### config.mk
export PLATFORM = sky130hd
export DESIGN_NAME = button_pulse_gen
export DESIGN_NICKNAME = d
export VERILOG_FILES = /design/src/rtl/button_pulse_gen.sv
export SDC_FILE = /design/constraint.sdc
export NUM_CORES = 1
export LEC_CHECK = 0
export CAP_MARGIN = 25
export CORE_ASPECT_RATIO = 1.25
export CORE_MARGIN = 4
export CORE_UTILIZATION = 55
export DETAILED_ROUTE_END_ITERATION = 7
export GPL_ROUTABILITY_DRIVEN = 0
export PLACE_DENSITY = 0.73
export SLEW_MARGIN = 20
export SYNTH_ARGS = -nofsm -noshare
export SYNTH_HDL_FRONTEND = slang
export SYNTH_SLANG_ARGS = --single-unit
### constraint.sdc
create_clock -name clk -period 2.17 [get_ports clk]
set_input_delay 0.434 -clock clk [delete_from_list [all_inputs] [get_ports clk]]
set_output_delay 0.434 -clock clk [all_outputs]
set_load 0.05 [all_outputs]
### src/rtl/button_pulse_gen.sv
// button_pulse_gen: two push-buttons in, one-cycle increment/decrement
// pulses out for the up/down counter, plus debounced levels for status LEDs.
// Each button goes through a two-flop synchroniser and a debounce counter;
// an accepted press produces one registered pulse. Pulses from both buttons
// landing in the same cycle cancel, so acrescer and decrecer are exclusive.
// Optional build macro AUTO_REPEAT_EN adds auto-repeat while exactly one
// button is held (first repeat after REPEAT_DELAY, then every REPEAT_PERIOD).
module button_pulse_gen #(
    parameter int DEBOUNCE_CYCLES = 1000000,
    parameter int REPEAT_DELAY    = 25000000,
    parameter int REPEAT_PERIOD   = 5000000
) (
    input  logic clk,
    input  logic rst_n,
    input  logic btn_up,
    input  logic btn_down,
    output logic acrescer,
    output logic decrecer,
    output logic up_held,
    output logic down_held
);

    localparam int CNT_W = (DEBOUNCE_CYCLES > 1) ? $clog2(DEBOUNCE_CYCLES) : 1;
    localparam logic [CNT_W-1:0] CNT_LAST = CNT_W'(DEBOUNCE_CYCLES - 1);

    // Reject parameter values that would make the counters meaningless.
    if (DEBOUNCE_CYCLES < 2 || REPEAT_DELAY < 1 || REPEAT_PERIOD < 1) begin : g_param_check
        $error("button_pulse_gen: DEBOUNCE_CYCLES must be >= 2, repeat timings >= 1");
    end

    logic             up_s1, up_s2;
    logic             down_s1, down_s2;
    logic             up_stable, down_stable;
    logic [CNT_W-1:0] up_cnt, down_cnt;
    logic             up_accept, down_accept;
    logic             up_raw, down_raw;

    // A change is accepted once it has persisted for DEBOUNCE_CYCLES samples.
    assign up_accept   = (up_s2 != up_stable) && (up_cnt == CNT_LAST);
    assign down_accept = (down_s2 != down_stable) && (down_cnt == CNT_LAST);

    // Two-flop synchronisers; reset value 0 matches the released state.
    always_ff @(posedge clk or negedge rst_n) begin
        if (!rst_n) begin
            up_s1   <= 1'b0;
            up_s2   <= 1'b0;
            down_s1 <= 1'b0;
            down_s2 <= 1'b0;
        end else begin
            up_s1   <= btn_up;
            up_s2   <= up_s1;
            down_s1 <= btn_down;
            down_s2 <= down_s1;
        end
    end

    // Up-button debounce: any return to the stable level restarts the count.
    always_ff @(posedge clk or negedge rst_n) begin
        if (!rst_n) begin
            up_cnt    <= '0;
            up_stable <= 1'b0;
        end else if (up_s2 == up_stable) begin
            up_cnt <= '0;
        end else if (up_accept) begin
            up_cnt    <= '0;
            up_stable <= up_s2;
        end else begin
            up_cnt <= up_cnt + CNT_W'(1);
        end
    end

    // Down-button debounce, same rules as the up button.
    always_ff @(posedge clk or negedge rst_n) begin
        if (!rst_n) begin
            down_cnt    <= '0;
            down_stable <= 1'b0;
        end else if (down_s2 == down_stable) begin
            down_cnt <= '0;
        end else if (down_accept) begin
            down_cnt    <= '0;
            down_stable <= down_s2;
        end else begin
            down_cnt <= down_cnt + CNT_W'(1);
        end
    end

`ifdef AUTO_REPEAT_EN
    localparam int RPT_MAX = (REPEAT_DELAY > REPEAT_PERIOD) ? REPEAT_DELAY : REPEAT_PERIOD;
    localparam int RPT_W   = (RPT_MAX > 1) ? $clog2(RPT_MAX) : 1;
    localparam logic [RPT_W-1:0] DELAY_LAST  = RPT_W'(REPEAT_DELAY - 1);
    localparam logic [RPT_W-1:0] PERIOD_LAST = RPT_W'(REPEAT_PERIOD - 1);

    logic [RPT_W-1:0] rpt_cnt;
    logic             rpt_armed;
    logic             rpt_run;
    logic             rpt_fire;

    // Count only while exactly one button is held and it is not being released now.
    assign rpt_run  = (up_stable ^ down_stable)
                      && !(up_accept && up_stable)
                      && !(down_accept && down_stable);
    assign rpt_fire = rpt_run && (rpt_cnt == (rpt_armed ? PERIOD_LAST : DELAY_LAST));

    // Repeat timer: initial delay first, then the shorter period once armed.
    always_ff @(posedge clk or negedge rst_n) begin
        if (!rst_n) begin
            rpt_cnt   <= '0;
            rpt_armed <= 1'b0;
        end else if (!rpt_run) begin
            rpt_cnt   <= '0;
            rpt_armed <= 1'b0;
        end else if (rpt_fire) begin
            rpt_cnt   <= '0;
            rpt_armed <= 1'b1;
        end else begin
            rpt_cnt <= rpt_cnt + RPT_W'(1);
        end
    end

    assign up_raw   = (up_accept && up_s2) || (rpt_fire && up_stable);
    assign down_raw = (down_accept && down_s2) || (rpt_fire && down_stable);
`else
    assign up_raw   = up_accept && up_s2;
    assign down_raw = down_accept && down_s2;
`endif

    // Registered pulses; coincident up and down requests cancel each other.
    always_ff @(posedge clk or negedge rst_n) begin
        if (!rst_n) begin
            acrescer <= 1'b0;
            decrecer <= 1'b0;
        end else begin
            acrescer <= up_raw && !down_raw;
            decrecer <= down_raw && !up_raw;
        end
    end

    assign up_held   = up_stable;
    assign down_held = down_stable;

endmodule

==> results.toml, run 1 <==
[outcome]
outcome = "finished clean"

[synthesis]
avgSynthCellArea_um2 = 10.1
ys.warnings.count = 0
synth_cell_types = 39
yosys-top-cells-area = "dfrtp_1 52%, xnor2_1 5.3%, nor2_1 4.5%"
synth_area_leader_cell = "dfrtp_1"
synth_top_area_share_pct = 51.8
ys_async_sr_fraction_pct = 100
netlist_area_mm2 = 0.00232
synth-seq-area-share_pct = 51.8
synth_edf_count = 0
synthFlopType = "dfrtp_1"
synth_nets = 235
ys_seq_elements = 48
synth_cells = 229

[sta]
slew_viol_final = 0
rsz0062_at_grt = "false"
tightest_slew_ps = 589
hold_viol = 0
maxSlewHeadroom_pct = 60.7
min_period_ps = 2000
setup_viol = 0
tns_ps = 0
fmax_mhz = 499
post-route-period-util_pct = 92.3
hold_ws_ps = 214
skew_ps = 7.07

[route]
postRouteAntennaNets = 0
viasPerCell = 5.67
wl_per_cell_um = 14.8
wl_um = 4450
drc = 0
drtIter0Drc = 99
dr.pass1.iters = 4
vias = 1707

[global_route]
grt_pass1_vias = 1782
grt_pass1_wl_um = 8010
grt_start_max_net_pins = 49
grt_usage_pct = 19.6
top_usage_layer = "met2"
grt_util_met1_pct = 22.1
met2_usage_pct = 34.1
gr-usage-met3_pct = 4.62
grt_antenna_before_repair = 0
grt-ovfl-total = 0

[setup_path]
critPathArrivalTime_ps = 1570
cp-end-kind = "primary output"
critical_path.max_fanout = 5
crit_path_top_delay_cell = "clkdlybuf4s50_1"
critPathTopFamily = "buffers and inverters"
crit_buf_inv = 1
worstPathCellList = "clkdlybuf4s50_1"
required_ps = 1740
start_kind = "flop"
slowest_delay_ps = 830
crit_type = "flop to primary output"

[place]
place_area_mm2 = 0.00249
dp_hpwl_um = 3000
io_buffer_count = 7
dp_cells = 293

[cells_and_area]
stdcell_count = 301
area_delta_synth_final_pct = 12.5
drive_above_1_share_pct = 11.0
layout.nets = 250
final_area_mm2 = 0.00261
antenna_cells = 0
fill_cells = 343

[power_and_ir_drop]
swShare_pct = 21.3
ir_worst_vdd_mv = 0.515
power_mw = 1.66
seqPwrFrac_pct = 55.3
power_switching_uw = 353
leakage_nw = 1.04
p_int_mw = 1.30
comb_power_share_pct = 3.7
p_per_area_mw_per_mm2 = 635
clkPwrFrac_pct = 41.0

[floorplan]
core_area_mm2 = 0.00407
ioPinCount = 8
placementRows = 26
die_area_mm2 = 0.00533
die_width_um = 66.1
dieHeight_um = 80.6
initial_core_util_pct = 57.0

[clocking]
cts_max_level = 2
cts.sinks = 48
clockBufferDepth = 2
cts-root-buf = "clkbuf_8"
cts_tree = "yes"
ctsResizeCount = 0
cts_made_buffers = 5
postCtsSetupBuffers = 0
holdBufCountCts = 0
insertion_delay_ps = 300
clk_pin_slew_worst_paths_ps = 90

[run]
max-cap-violations = 0

[hold_path]
hold_class = "input pin to async pin"
## power groups by stage
stage | Combinational [mW] | Sequential (mW) | Clock [mW]
2_1_floorplan | 0.0285 | 0.932 | 0
3_3_place_gp | 0.0616 | 0.935 | 0
3_5_place_dp | 0.0620 | 0.935 | 0
4_1_cts | 0.0629 | 0.917 | 0.692
5_1_grt | 0.0702 | 0.919 | 0.736
6_report | 0.0610 | 0.917 | 0.679
## cell usage after synthesis, types with 2 or more instances
library cell and number:
dfrtp_1 48, nor2_1 28, nand3_1 18, nand2_1 14, xnor2_1 14, xor2_1 12
a21oi_1 11, nand4_1 8, o31ai_1 8, or4_1 7, and3_1 6, inv_1 6
nor3_1 6, nor4_1 6, clkbuf_1 4, and4_1 3, o21ai_0 3, or3_1 3
buf_2 2, ha_1 2, mux2_2 2
## cell type report
type	count	area, um2	share of cell area (%)
Clock buffer	6	82.6	3.17
Clock inverter	2	38.8	1.49
Inverter	6	22.5	0.863
Multi-Input combinational cell	168	1070	41.0
Sequential cell	48	1200	46.0
Tap cell	56	70.1	2.69
Timing Repair Buffer	15	125	4.80
## placed cells by master, fill, tap and decap left out, types with 3 or more instances in the layout
master            n
and3_1            6
buf_4             8
nor2_1           28
a21oi_1          11
clkbuf_8          6
and4_1            3
or3_1             3
xor2_1           12
or4_1             7
nand3_1          18
nand4_1           8
nor4_1            6
inv_1             6
xnor2_1          14
o31ai_1           7
o21ai_0           3
nor3_1            6
nand2_1          14
dfrtp_1          48
clkdlybuf4s50_1   6
## logic make-up (layout without fill, tap and decap cells)
kind of cell / Yosys count / after routing / synth area share (%)
AND/OR/NAND/NOR: 110 / 110 / 25.7
flip-flops: 48 / 48 / 51.8
AO/OA/AOI/OAI: 28 / 28 / 8.31
XOR/XNOR: 26 / 26 / 9.82
buffers and inverters: 13 / 29 / 2.37
adder cells (fa/ha/maj): 2 / 2 / 1.08
multiplexers: 2 / 2 / 0.971
## flip-flops by register name, indices dropped and copies added, names as in the netlist
name,cells
down_cnt,20
up_cnt,20
acrescer,1
decrecer,1
down_held,1
down_s1,1
down_s2,1
up_held,1
up_s1,1
up_s2,1
## metrics by stage
step	setup slack, ps	util [%]
after global placement	271	61.2
after CTS	153	64.2
after floorplan	323	-
final	166	64.2
after detailed placement	240	61.2
after global routing	80.9	64.2
## metal layers
layer,up-vias,part of all wire (%)
met4,0,2.6
met3,13,2.4
met5,-,0
li1,855,-
met1,813,42
met2,26,53
## worst paths after layout
kind	startpoint	endpoint	slack, ps	cells past startpoint
setup / recovery	down_held$_DFFE_PN0P_	down_held	170	1
hold / removal	rst_n	up_cnt[18]$_DFF_PN0_	210	2
setup reg to reg	up_cnt[8]$_DFF_PN0_	up_cnt[17]$_DFF_PN0_	200	4
hold reg to reg	down_s1$_DFF_PN0_	down_s2$_DFF_PN0_	360	0
max in group asynchronous	rst_n	down_cnt[10]$_DFF_PN0_	1560	2
min in group clk	down_s1$_DFF_PN0_	down_s2$_DFF_PN0_	360	0
Note: power is estimated with default switching activity, not from simulation.
==> run 2, diff against run 1 <==
--- a/config.mk
+++ b/config.mk
@@ -5,6 +5,7 @@
 export SDC_FILE = /design/constraint.sdc
 export NUM_CORES = 1
 export LEC_CHECK = 0
+export ABC_AREA = 1
 export CAP_MARGIN = 25
 export CORE_ASPECT_RATIO = 1.25
 export CORE_MARGIN = 4
==> run 2 against run 1 <==
Fmax grew 2.5%. Synthesized cell count grew 52%. Die area grew 12%. Wire length grew 15%. Final area grew 9.3%. Setup slack gained 49 ps. Critical path depth is the same. Largest cell class is now multi-input gates.
==> results.toml, run 2 <==
[sta]
slew_viol_final = 0
fmax_mhz = 512
post-route-period-util_pct = 90.1
tns_ps = 0
skew_ps = 11.9
maxSlewHeadroom_pct = 64.1
min_period_ps = 1950
setup_viol = 0
hold_viol = 0
tightest_slew_ps = 539
rsz0062_at_grt = "false"
fin_ws_ps = 215

[clocking]
insertion_delay_ps = 300
clk_pin_slew_worst_paths_ps = 90
cts_tree = "yes"
cts.sinks = 48
cts_made_buffers = 5
cts-root-buf = "clkbuf_8"
cts_max_level = 2
holdBufCountCts = 0
postCtsSetupBuffers = 0
clockBufferDepth = 2
ctsResizeCount = 0

[synthesis]
synthFlopType = "dfrtp_1"
ys_seq_elements = 48
synth_cell_types = 24
yosysMostFrequentCell = "nor2_1"
synth_cells = 348
ys.warnings.count = 0
yosys-top-cells-area = "dfrtp_1 46%, nor2_1 11%, nand2_1 10%"
synth_top_area_share_pct = 45.7
synth-seq-area-share_pct = 45.7
synth_nets = 354
synth_area_leader_cell = "dfrtp_1"
netlist_area_mm2 = 0.00263
avgSynthCellArea_um2 = 7.55
synth_edf_count = 0
ys_async_sr_fraction_pct = 100
synth_top_cells_by_count = "77 x nor2_1, 72 x nand2_1, 48 x dfrtp_1"

[cells_and_area]
final_common_cell = "nor2_1"
drive_above_1_share_pct = 8.29
antenna_cells = 0
reg_top3 = "down_cnt x20, up_cnt x20"
layout.nets = 368
stdcell_count = 420
layout_common_cells = "77 x nor2_1, 72 x nand2_1, 48 x dfrtp_1"
area_delta_synth_final_pct = 8.52

[setup_path]
critical_path.max_fanout = 4
crit_buf_inv = 1
crit_type = "flop to primary output"
reg2reg_depth = 8
critPathArrivalTime_ps = 1520
r2r_end = "down_cnt[9]$_DFF_PN0_"
worstPathCellList = "clkdlybuf4s50_1"
required_ps = 1740
critPathTopFamily = "buffers and inverters"
slowest_delay_ps = 820
r2r_start = "down_held$_DFFE_PN0P_"
worst-r2r-setup-slack_ps = 650
crit_path_top_delay_cell = "clkdlybuf4s50_1"
cp-end-kind = "primary output"
start_kind = "flop"

[power_and_ir_drop]
leakage_nw = 1.29
p_per_area_mw_per_mm2 = 520
ir_worst_vdd_mv = 0.368

[global_route]
grt_pass1_vias = 2107
grt_start_max_net_pins = 27
grt_antenna_before_repair = 0
grt_usage_pct = 18.9
grt_pass1_wl_um = 9070
grt-ovfl-total = 0

[floorplan]
ioPinCount = 8
die_width_um = 69.8
core_area_mm2 = 0.00453
dieHeight_um = 85.3
die_area_mm2 = 0.00595
placementRows = 27
initial_core_util_pct = 58.0

[route]
vias = 2089
dr.pass1.iters = 4
drc = 0
wl_per_cell_um = 12.2
postRouteAntennaNets = 0
wl_um = 5110
drtIter0Drc = 88
viasPerCell = 4.97

[place]
dp_cells = 413
dp_hpwl_um = 3930
io_buffer_count = 7
post-place-ws_ps = 541

[outcome]
outcome = "finished clean"

[hold_path]
hold_class = "input pin to async pin"

[run]
max-cap-violations = 0
[run 2: worst max path at each step]
stage	start	end	slack, ps	cells past startpoint
after floorplan	down_held$_DFFE_PN0P_	down_cnt[9]$_DFF_PN0_	670	8
after global placement	down_held$_DFFE_PN0P_	down_held	560	1
after detailed placement	down_held$_DFFE_PN0P_	down_held	540	1
after CTS	down_held$_DFFE_PN0P_	down_held	200	1
after global routing	down_held$_DFFE_PN0P_	down_held	160	1
final	down_held$_DFFE_PN0P_	down_held	220	1
[run 2: through the flow]
step	cell area (um2)	util, %	hold WS, ps	total power, mW
after floorplan	2630	-	138	0.968
after global placement	2770	61.3	333	1.00
after detailed placement	2770	61.3	335	1.01
after CTS	2850	63.0	112	1.50
after global routing	2850	63.0	136	1.55
final	2850	63.0	104	1.48
[run 2: logic make-up (layout without fill, tap and decap cells)]
kind of cell | Yosys count | in the layout | share of synthesized area, %
AND/OR/NAND/NOR | 221 | 221 | 37.8
flip-flops | 48 | 48 | 45.7
buffers and inverters | 47 | 61 | 7.29
XOR/XNOR | 17 | 17 | 5.67
AO/OA/AOI/OAI | 13 | 13 | 2.62
adder cells (fa/ha/maj) | 2 | 2 | 0.952
[run 2: layout make-up]
class / count / area, um2
Multi-Input combinational cell: 253 / 1230
Clock buffer: 6 / 72.6
Inverter: 44 / 165
Timing Repair Buffer: 10 / 100
Tap cell: 58 / 72.6
Clock inverter: 1 / 5.00
Fill cell: 418 / 1680
Sequential cell: 48 / 1200
[run 2: metal layers]
metal	up-vias	part of all wire [%]	track usage, %
met5	-	0	0
met4	0	1.5	7.14
met3	6	2.0	3.20
met2	14	54	35.9
met1	958	42	20.6
li1	1111	-	-
[run 2: where the power goes]
group / total, mW / internal, mW / switching (mW)
clock: 0.497 / 0.219 / 0.278
sequential: 0.915 / 0.906 / 0.00883
combinational: 0.0699 / 0.0232 / 0.0468
total: 1.48 / 1.15 / 0.333
==> run 3, diff against run 2 <==
--- a/config.mk
+++ b/config.mk
@@ -12,6 +12,7 @@
 export CORE_UTILIZATION = 55
 export DETAILED_ROUTE_END_ITERATION = 7
 export GPL_ROUTABILITY_DRIVEN = 0
+export GPL_TIMING_DRIVEN = 1
 export PLACE_DENSITY = 0.73
 export SLEW_MARGIN = 20
 export SYNTH_ARGS = -nofsm -noshare
==> results of run 3 <==
The final DEF is identical to that of run 2; final timing and power are the same.
